==> src/rtl/mem_arbiter_if.sv <==
// Bus bundle joining the I-side and D-side requesters, the burst arbiter and the shared data_ram.
// The arbiter connects through the slave modport; requesters and memory model sit on the master side.
interface mem_arbiter_if;
  logic        i_req;
  logic        i_we;
  logic [31:0] i_addr;
  logic [31:0] i_wdata;
  logic        i_gnt;
  logic        i_wnext;
  logic        i_rvalid;
  logic [31:0] i_rdata;
  logic        i_done;

  logic        d_req;
  logic        d_we;
  logic [31:0] d_addr;
  logic [31:0] d_wdata;
  logic        d_gnt;
  logic        d_wnext;
  logic        d_rvalid;
  logic [31:0] d_rdata;
  logic        d_done;

  logic        mem_cs;
  logic        mem_we;
  logic [31:0] mem_addr;
  logic [31:0] mem_din;
  logic [31:0] mem_dout;
  logic        mem_ack;

  modport slave (
    input  i_req, i_we, i_addr, i_wdata, d_req, d_we, d_addr, d_wdata, mem_dout, mem_ack,
    output i_gnt, i_wnext, i_rvalid, i_rdata, i_done,
    output d_gnt, d_wnext, d_rvalid, d_rdata, d_done,
    output mem_cs, mem_we, mem_addr, mem_din
  );

  modport master (
    output i_req, i_we, i_addr, i_wdata, d_req, d_we, d_addr, d_wdata, mem_dout, mem_ack,
    input  i_gnt, i_wnext, i_rvalid, i_rdata, i_done,
    input  d_gnt, d_wnext, d_rvalid, d_rdata, d_done,
    input  mem_cs, mem_we, mem_addr, mem_din
  );
endinterface

==> src/rtl/mem_arbiter.sv <==
// Two-port whole-line burst arbiter in front of data_ram (cs/ack beats, one-cycle gap between beats).
// Define ARB_RR_EN to replace fixed D-over-I tie breaking with round-robin on rr_last.
module mem_arbiter #(
  parameter int BURST_LEN  = 4,
  parameter int LINE_OFF_W = 4
) (
  input  logic         clk,
  input  logic         rst,
  mem_arbiter_if.slave bus
);
  localparam int              CNT_W     = LINE_OFF_W - 2;
  localparam logic [CNT_W-1:0] LAST_BEAT = CNT_W'(BURST_LEN - 1);

  typedef enum logic [2:0] {
    IDLE  = 3'd0,
    SETUP = 3'd1,
    BEAT  = 3'd2,
    GAP   = 3'd3,
    DONE  = 3'd4
  } state_t;

  state_t                 state_r;
  state_t                 state_nxt_s;
  logic                   owner_r;   // 1 = D-port owns the burst
  logic                   we_r;
  logic [31-LINE_OFF_W:0] line_r;
  logic [CNT_W-1:0]       cnt_r;
  logic                   any_req_s;
  logic                   pick_d_s;
  logic                   busy_s;
  logic                   beat_ack_s;
  logic                   last_beat_s;
  logic                   unused_addr_s;

  assign any_req_s   = bus.i_req | bus.d_req;
  assign busy_s      = (state_r != IDLE);
  assign beat_ack_s  = (state_r == BEAT) & bus.mem_ack;
  assign last_beat_s = (cnt_r == LAST_BEAT);
  assign unused_addr_s = ^{bus.i_addr[LINE_OFF_W-1:0], bus.d_addr[LINE_OFF_W-1:0]};

`ifdef ARB_RR_EN
  logic rr_last_r;  // 1 = D was granted last

  // Round-robin history, refreshed once per granted burst.
  always_ff @(posedge clk) begin
    if (rst) begin
      rr_last_r <= 1'b0;
    end else if (state_r == SETUP) begin
      rr_last_r <= owner_r;
    end else begin
      rr_last_r <= rr_last_r;
    end
  end

  assign pick_d_s = (bus.d_req & bus.i_req) ? ~rr_last_r : bus.d_req;
`else
  assign pick_d_s = bus.d_req;
`endif

  // Next-state logic for the burst sequencer.
  always_comb begin
    state_nxt_s = state_r;
    case (state_r)
      IDLE:  state_nxt_s = any_req_s ? SETUP : IDLE;
      SETUP: state_nxt_s = BEAT;
      BEAT: begin
        if (beat_ack_s) begin
          state_nxt_s = last_beat_s ? DONE : GAP;
        end else begin
          state_nxt_s = BEAT;
        end
      end
      GAP:   state_nxt_s = BEAT;
      DONE:  state_nxt_s = IDLE;
      default: state_nxt_s = IDLE;
    endcase
  end

  // State register plus burst context captured at grant time.
  always_ff @(posedge clk) begin
    if (rst) begin
      state_r <= IDLE;
      owner_r <= 1'b0;
      we_r    <= 1'b0;
      line_r  <= '0;
      cnt_r   <= '0;
    end else begin
      state_r <= state_nxt_s;
      if ((state_r == IDLE) && any_req_s) begin
        owner_r <= pick_d_s;
        we_r    <= pick_d_s ? bus.d_we : bus.i_we;
        line_r  <= pick_d_s ? bus.d_addr[31:LINE_OFF_W] : bus.i_addr[31:LINE_OFF_W];
        cnt_r   <= '0;
      end else if (beat_ack_s && !last_beat_s) begin
        cnt_r   <= cnt_r + CNT_W'(1);
      end else begin
        cnt_r   <= cnt_r;
      end
    end
  end

  // Beat field sits below the line tag, so it wraps inside the line and never carries.
  assign bus.mem_cs   = (state_r == BEAT);
  assign bus.mem_we   = busy_s & we_r;
  assign bus.mem_addr = busy_s ? {line_r, cnt_r, 2'b00} : 32'd0;
  assign bus.mem_din  = busy_s ? (owner_r ? bus.d_wdata : bus.i_wdata) : 32'd0;

  assign bus.i_gnt    = busy_s & ~owner_r;
  assign bus.d_gnt    = busy_s &  owner_r;
  assign bus.i_rvalid = beat_ack_s & ~we_r & ~owner_r;
  assign bus.d_rvalid = beat_ack_s & ~we_r &  owner_r;
  assign bus.i_wnext  = beat_ack_s &  we_r & ~owner_r;
  assign bus.d_wnext  = beat_ack_s &  we_r &  owner_r;
  assign bus.i_done   = (state_r == DONE) & ~owner_r;
  assign bus.d_done   = (state_r == DONE) &  owner_r;
  assign bus.i_rdata  = bus.mem_dout;
  assign bus.d_rdata  = bus.mem_dout;
endmodule

==> src/flat_wrapper.sv <==
// flat-port wrapper written by rule: the top's interface ports become plain ports
module mem_arbiter_flat 
#(
  parameter int BURST_LEN  = 4,
  parameter int LINE_OFF_W = 4
)
  (clk, rst, bus_i_req, bus_i_we, bus_i_addr, bus_i_wdata, bus_d_req, bus_d_we, bus_d_addr, bus_d_wdata, bus_mem_dout, bus_mem_ack, bus_i_gnt, bus_i_wnext, bus_i_rvalid, bus_i_rdata, bus_i_done, bus_d_gnt, bus_d_wnext, bus_d_rvalid, bus_d_rdata, bus_d_done, bus_mem_cs, bus_mem_we, bus_mem_addr, bus_mem_din);
  mem_arbiter_if bus_i ();
  input  logic clk;
  input  logic rst;
  input wire logic [$bits(bus_i.i_req)-1:0] bus_i_req;
  input wire logic [$bits(bus_i.i_we)-1:0] bus_i_we;
  input wire logic [$bits(bus_i.i_addr)-1:0] bus_i_addr;
  input wire logic [$bits(bus_i.i_wdata)-1:0] bus_i_wdata;
  input wire logic [$bits(bus_i.d_req)-1:0] bus_d_req;
  input wire logic [$bits(bus_i.d_we)-1:0] bus_d_we;
  input wire logic [$bits(bus_i.d_addr)-1:0] bus_d_addr;
  input wire logic [$bits(bus_i.d_wdata)-1:0] bus_d_wdata;
  input wire logic [$bits(bus_i.mem_dout)-1:0] bus_mem_dout;
  input wire logic [$bits(bus_i.mem_ack)-1:0] bus_mem_ack;
  output wire logic [$bits(bus_i.i_gnt)-1:0] bus_i_gnt;
  output wire logic [$bits(bus_i.i_wnext)-1:0] bus_i_wnext;
  output wire logic [$bits(bus_i.i_rvalid)-1:0] bus_i_rvalid;
  output wire logic [$bits(bus_i.i_rdata)-1:0] bus_i_rdata;
  output wire logic [$bits(bus_i.i_done)-1:0] bus_i_done;
  output wire logic [$bits(bus_i.d_gnt)-1:0] bus_d_gnt;
  output wire logic [$bits(bus_i.d_wnext)-1:0] bus_d_wnext;
  output wire logic [$bits(bus_i.d_rvalid)-1:0] bus_d_rvalid;
  output wire logic [$bits(bus_i.d_rdata)-1:0] bus_d_rdata;
  output wire logic [$bits(bus_i.d_done)-1:0] bus_d_done;
  output wire logic [$bits(bus_i.mem_cs)-1:0] bus_mem_cs;
  output wire logic [$bits(bus_i.mem_we)-1:0] bus_mem_we;
  output wire logic [$bits(bus_i.mem_addr)-1:0] bus_mem_addr;
  output wire logic [$bits(bus_i.mem_din)-1:0] bus_mem_din;
  assign bus_i.i_req = bus_i_req;
  assign bus_i.i_we = bus_i_we;
  assign bus_i.i_addr = bus_i_addr;
  assign bus_i.i_wdata = bus_i_wdata;
  assign bus_i.d_req = bus_d_req;
  assign bus_i.d_we = bus_d_we;
  assign bus_i.d_addr = bus_d_addr;
  assign bus_i.d_wdata = bus_d_wdata;
  assign bus_i.mem_dout = bus_mem_dout;
  assign bus_i.mem_ack = bus_mem_ack;
  assign bus_i_gnt = bus_i.i_gnt;
  assign bus_i_wnext = bus_i.i_wnext;
  assign bus_i_rvalid = bus_i.i_rvalid;
  assign bus_i_rdata = bus_i.i_rdata;
  assign bus_i_done = bus_i.i_done;
  assign bus_d_gnt = bus_i.d_gnt;
  assign bus_d_wnext = bus_i.d_wnext;
  assign bus_d_rvalid = bus_i.d_rvalid;
  assign bus_d_rdata = bus_i.d_rdata;
  assign bus_d_done = bus_i.d_done;
  assign bus_mem_cs = bus_i.mem_cs;
  assign bus_mem_we = bus_i.mem_we;
  assign bus_mem_addr = bus_i.mem_addr;
  assign bus_mem_din = bus_i.mem_din;
  mem_arbiter #(.BURST_LEN(BURST_LEN), .LINE_OFF_W(LINE_OFF_W)) u_core (.clk(clk), .rst(rst), .bus(bus_i));
endmodule
==> config.mk <==
export PLATFORM = sky130hd
export DESIGN_NAME = mem_arbiter_flat
export DESIGN_NICKNAME = d
export VERILOG_FILES = /design/src/rtl/mem_arbiter_if.sv /design/src/rtl/mem_arbiter.sv /design/src/flat_wrapper.sv
export SDC_FILE = /design/constraint.sdc
export NUM_CORES = 1
export LEC_CHECK = 0
export CAP_MARGIN = 20
export CORE_AREA = 2 2 117 119
export CTS_CLUSTER_DIAMETER = 100
export DETAILED_ROUTE_END_ITERATION = 12
export DIE_AREA = 0 0 119 121
export PLACE_DENSITY = 0.66
export SETUP_SLACK_MARGIN = 0.5
export SLEW_MARGIN = 5
export SYNTH_ARGS = -nofsm -noshare
export SYNTH_HDL_FRONTEND = slang
export SYNTH_SLANG_ARGS = --single-unit
==> constraint.sdc <==
create_clock -name clk -period 1.6 [get_ports clk]
set_input_delay 0.32 -clock clk [delete_from_list [all_inputs] [get_ports clk]]
set_output_delay 0.32 -clock clk [all_outputs]
set_load 0.03 [all_outputs]
==> impl_metrics.yaml <==
sta:
  setup-tns-final_ns: -15.75
  rsz0062_at_grt: "yes"
  fin_ws_ns: -0.278
  timing.final.crit_share: 1.17
  max_freq_mhz: 533
  final_max_slew_viol_count: 0
  fin_skew_ns: 0.00644
  setup_viol_count_final: 79
  min_period_ns: 1.88
  hold_viol: 0
route:
  routedWlPerCell_um: 17.7
  route.detailed.drc: 0
  ant_nets: 0
  drt_first_pass_iters: 5
  routed_wl_mm: 12.5
  drtIter0Drc: 50
  vias: 3128
  via_per_inst: 4.44
global_routing:
  grt_overflow: 0
  grt_first_pass_wirelength_mm: 18.2
  grt_usage: 0.161
  antenna_found_initial: 0
  grt_pass1_vias: 3276
  grt_max_degree: 31
die:
  die-area_um2: 14400
  die_w_um: 119
  die_h_um: 121
  start_util: 0.231
  row_count: 42
  coreArea_um2: 13100
  ios: 305
logic_synthesis:
  avgSynthCellArea_um2: 8.67
  synth_area_leaders: "dfxtp_1, mux2i_1, buf_4, a211oi_2, nor2b_1"
  yosysWarnings: 0
  yosysMostFrequentCell: "buf_4"
  seq_area_frac_synth: 0.232
  syn_area_um2: 3020
  synth_common_cells: "buf_4, mux2i_1, nor2_1"
  netlist_instances: 348
  synth.distinct_cells: 29
  synthFlopType: "dfxtp_1"
  synth_top_area_share: 0.232
  synth_edf_count: 0
  async_reset_ff_frac: 0
  synth_top_cell_by_area: "dfxtp_1"
  ys_seq_elements: 35
run:
  cap_violations: 0
setup_path:
  worstSetupStartpointType: "flip-flop"
  critical-path-top-delay-family: "buffers and inverters"
  worstPathRequired_ns: 1.28
  slowest_delay_ns: 0.35
  critPathKind: "reg2out"
  cp_common_cell: "buf_6"
  arrival_ns: 1.56
  crit_path_end_kind: "primary output"
  timing.critical_path.buf_inv: 5
  crit_chain: "nor3_4 -> buf_6 -> buf_6 -> buf_16 -> buf_8 -> nor2_4 -> buf_6"
  crit_slowest_cell: "dfxtp_4"
  cp_max_fo: 6
power:
  p_leak_nw: 2.48
  p_per_area_nw_per_um2: 803
  ir_drop_v: 0.000455
  power_w: 0.00511
cells_and_area:
  drive_gt1_frac: 0.544
  syn_to_final_growth_pct: 111
  fill_cells: 1208
  multi_input_area_um2: 2330
  seqCellArea_um2: 713
  antenna-diode-count: 0
  fin_cells: 704
  finalNetCount: 695
place:
  dp.cells: 655
  dpl_worst_slack_ns: -0.321
  port_buffers: 198
  routabilityCongestion: 0.767
  place_hpwl_mm: 8.57
cts:
  clkSinkCount: 35
  clkTransAtPathRegs_ns: 0.06
  clockRootBuffer: "clkbuf_16"
  numCtsBuffers: 5
  clk_latency_ns: 0.28
  clock_path_buffers: 2
  cts_tree: "done"
  htreeDepth: 2
outcome:
  violations: "setup timing"
  outcome: "finished with violations"
min_path:
  min-delay-path-class: "in2reg"
-- placed cells by master (no fill, tap or decap), types with 8 or more instances in the layout --
cell / n
clkdlybuf4s50_1: 123
buf_6: 83
mux2i_1: 55
nor2_4: 34
dfxtp_1: 31
a211oi_2: 29
buf_4: 24
nor2b_4: 18
a21oi_2: 15
a21oi_1: 15
nor2b_2: 14
buf_12: 11
buf_2: 9
clkbuf_16: 8
-- layout make-up --
class / count / area share
multi-input cells: 219 / 0.366
flip-flops and latches: 35 / 0.112
clock buffers: 6 / 0.0202
repair buffers: 266 / 0.465
well taps: 176 / 0.0346
clock inverters: 2 / 0.00177
-- report_power, final --
group	internal, W	total (W)	switching, W
logic	0.00165	0.00309	0.00144
registers	0.000983	0.00107	0.0000828
clock network	0.000576	0.000957	0.000381
-- sequential cells by signal, indices dropped and copies added (netlist names) --
signal / cells
u_core.owner_r: 1
u_core.cnt_r: 2
u_core.state_r: 3
u_core.line_r: 28
u_core.we_r: 1
-- per-layer routing --
| metal | track usage | wire length (um) |
|---|---|---|
| met5 | 0 | 0 |
| met4 | 0.0365 | 168 |
| met3 | 0.0442 | 901 |
| met2 | 0.311 | 6820 |
| met1 | 0.173 | 4590 |
-- what timing repair did --
item / in CTS / in global routing
pin swaps: 23 / 12
cloned: 8 / 3
hold buffers: 0 / 0
resized for setup: 303 / 33
setup endpoints to repair: 106 / 107
setup buffers: 21 / 9
-- cells by family (layout without fill, tap and decap cells) --
kind of cell	Yosys count	in the layout	synth area share
flops	35	35	0.232
mux	61	61	0.202
buf+inv	97	274	0.218
other cells	1	2	0.00124
fa+ha+maj	1	1	0.00415
compound gates	67	67	0.187
simple gates	86	88	0.156
-- worst reg2reg max path, cell delays in order, from the launching register on --
cell      delay, ns
dfxtp_4        0.35
nor3_4         0.25
buf_6          0.15
buf_6          0.11
buf_16         0.12
buf_12         0.11
buf_6          0.09
buf_6          0.09
buf_6          0.11
buf_4          0.11
a21oi_2        0.04
a211oi_2       0.16
-- path summary, 6_finish.rpt --
path | startpoint | to | slack (ns) | cells past startpoint
max | u_core.state_r[1] | bus_mem_din[26] | -0.28 | 7
min | rst | u_core.state_r[2] | 0.33 | 2
max reg2reg | u_core.state_r[1] | u_core.line_r[8] | -0.15 | 11
min reg2reg | u_core.line_r[3] | u_core.line_r[3] | 0.52 | 2
-- stage by stage --
step                       util  hold slack [ns]  cell area, um2
after floorplan               -            0.462            3590
after global placement    0.399            0.479            5220
after detailed placement  0.399            0.505            5220
after CTS                 0.467            0.318            6110
after global routing      0.487            0.325            6370
final                     0.487            0.328            6370
Power figures use the tool's default switching activity.
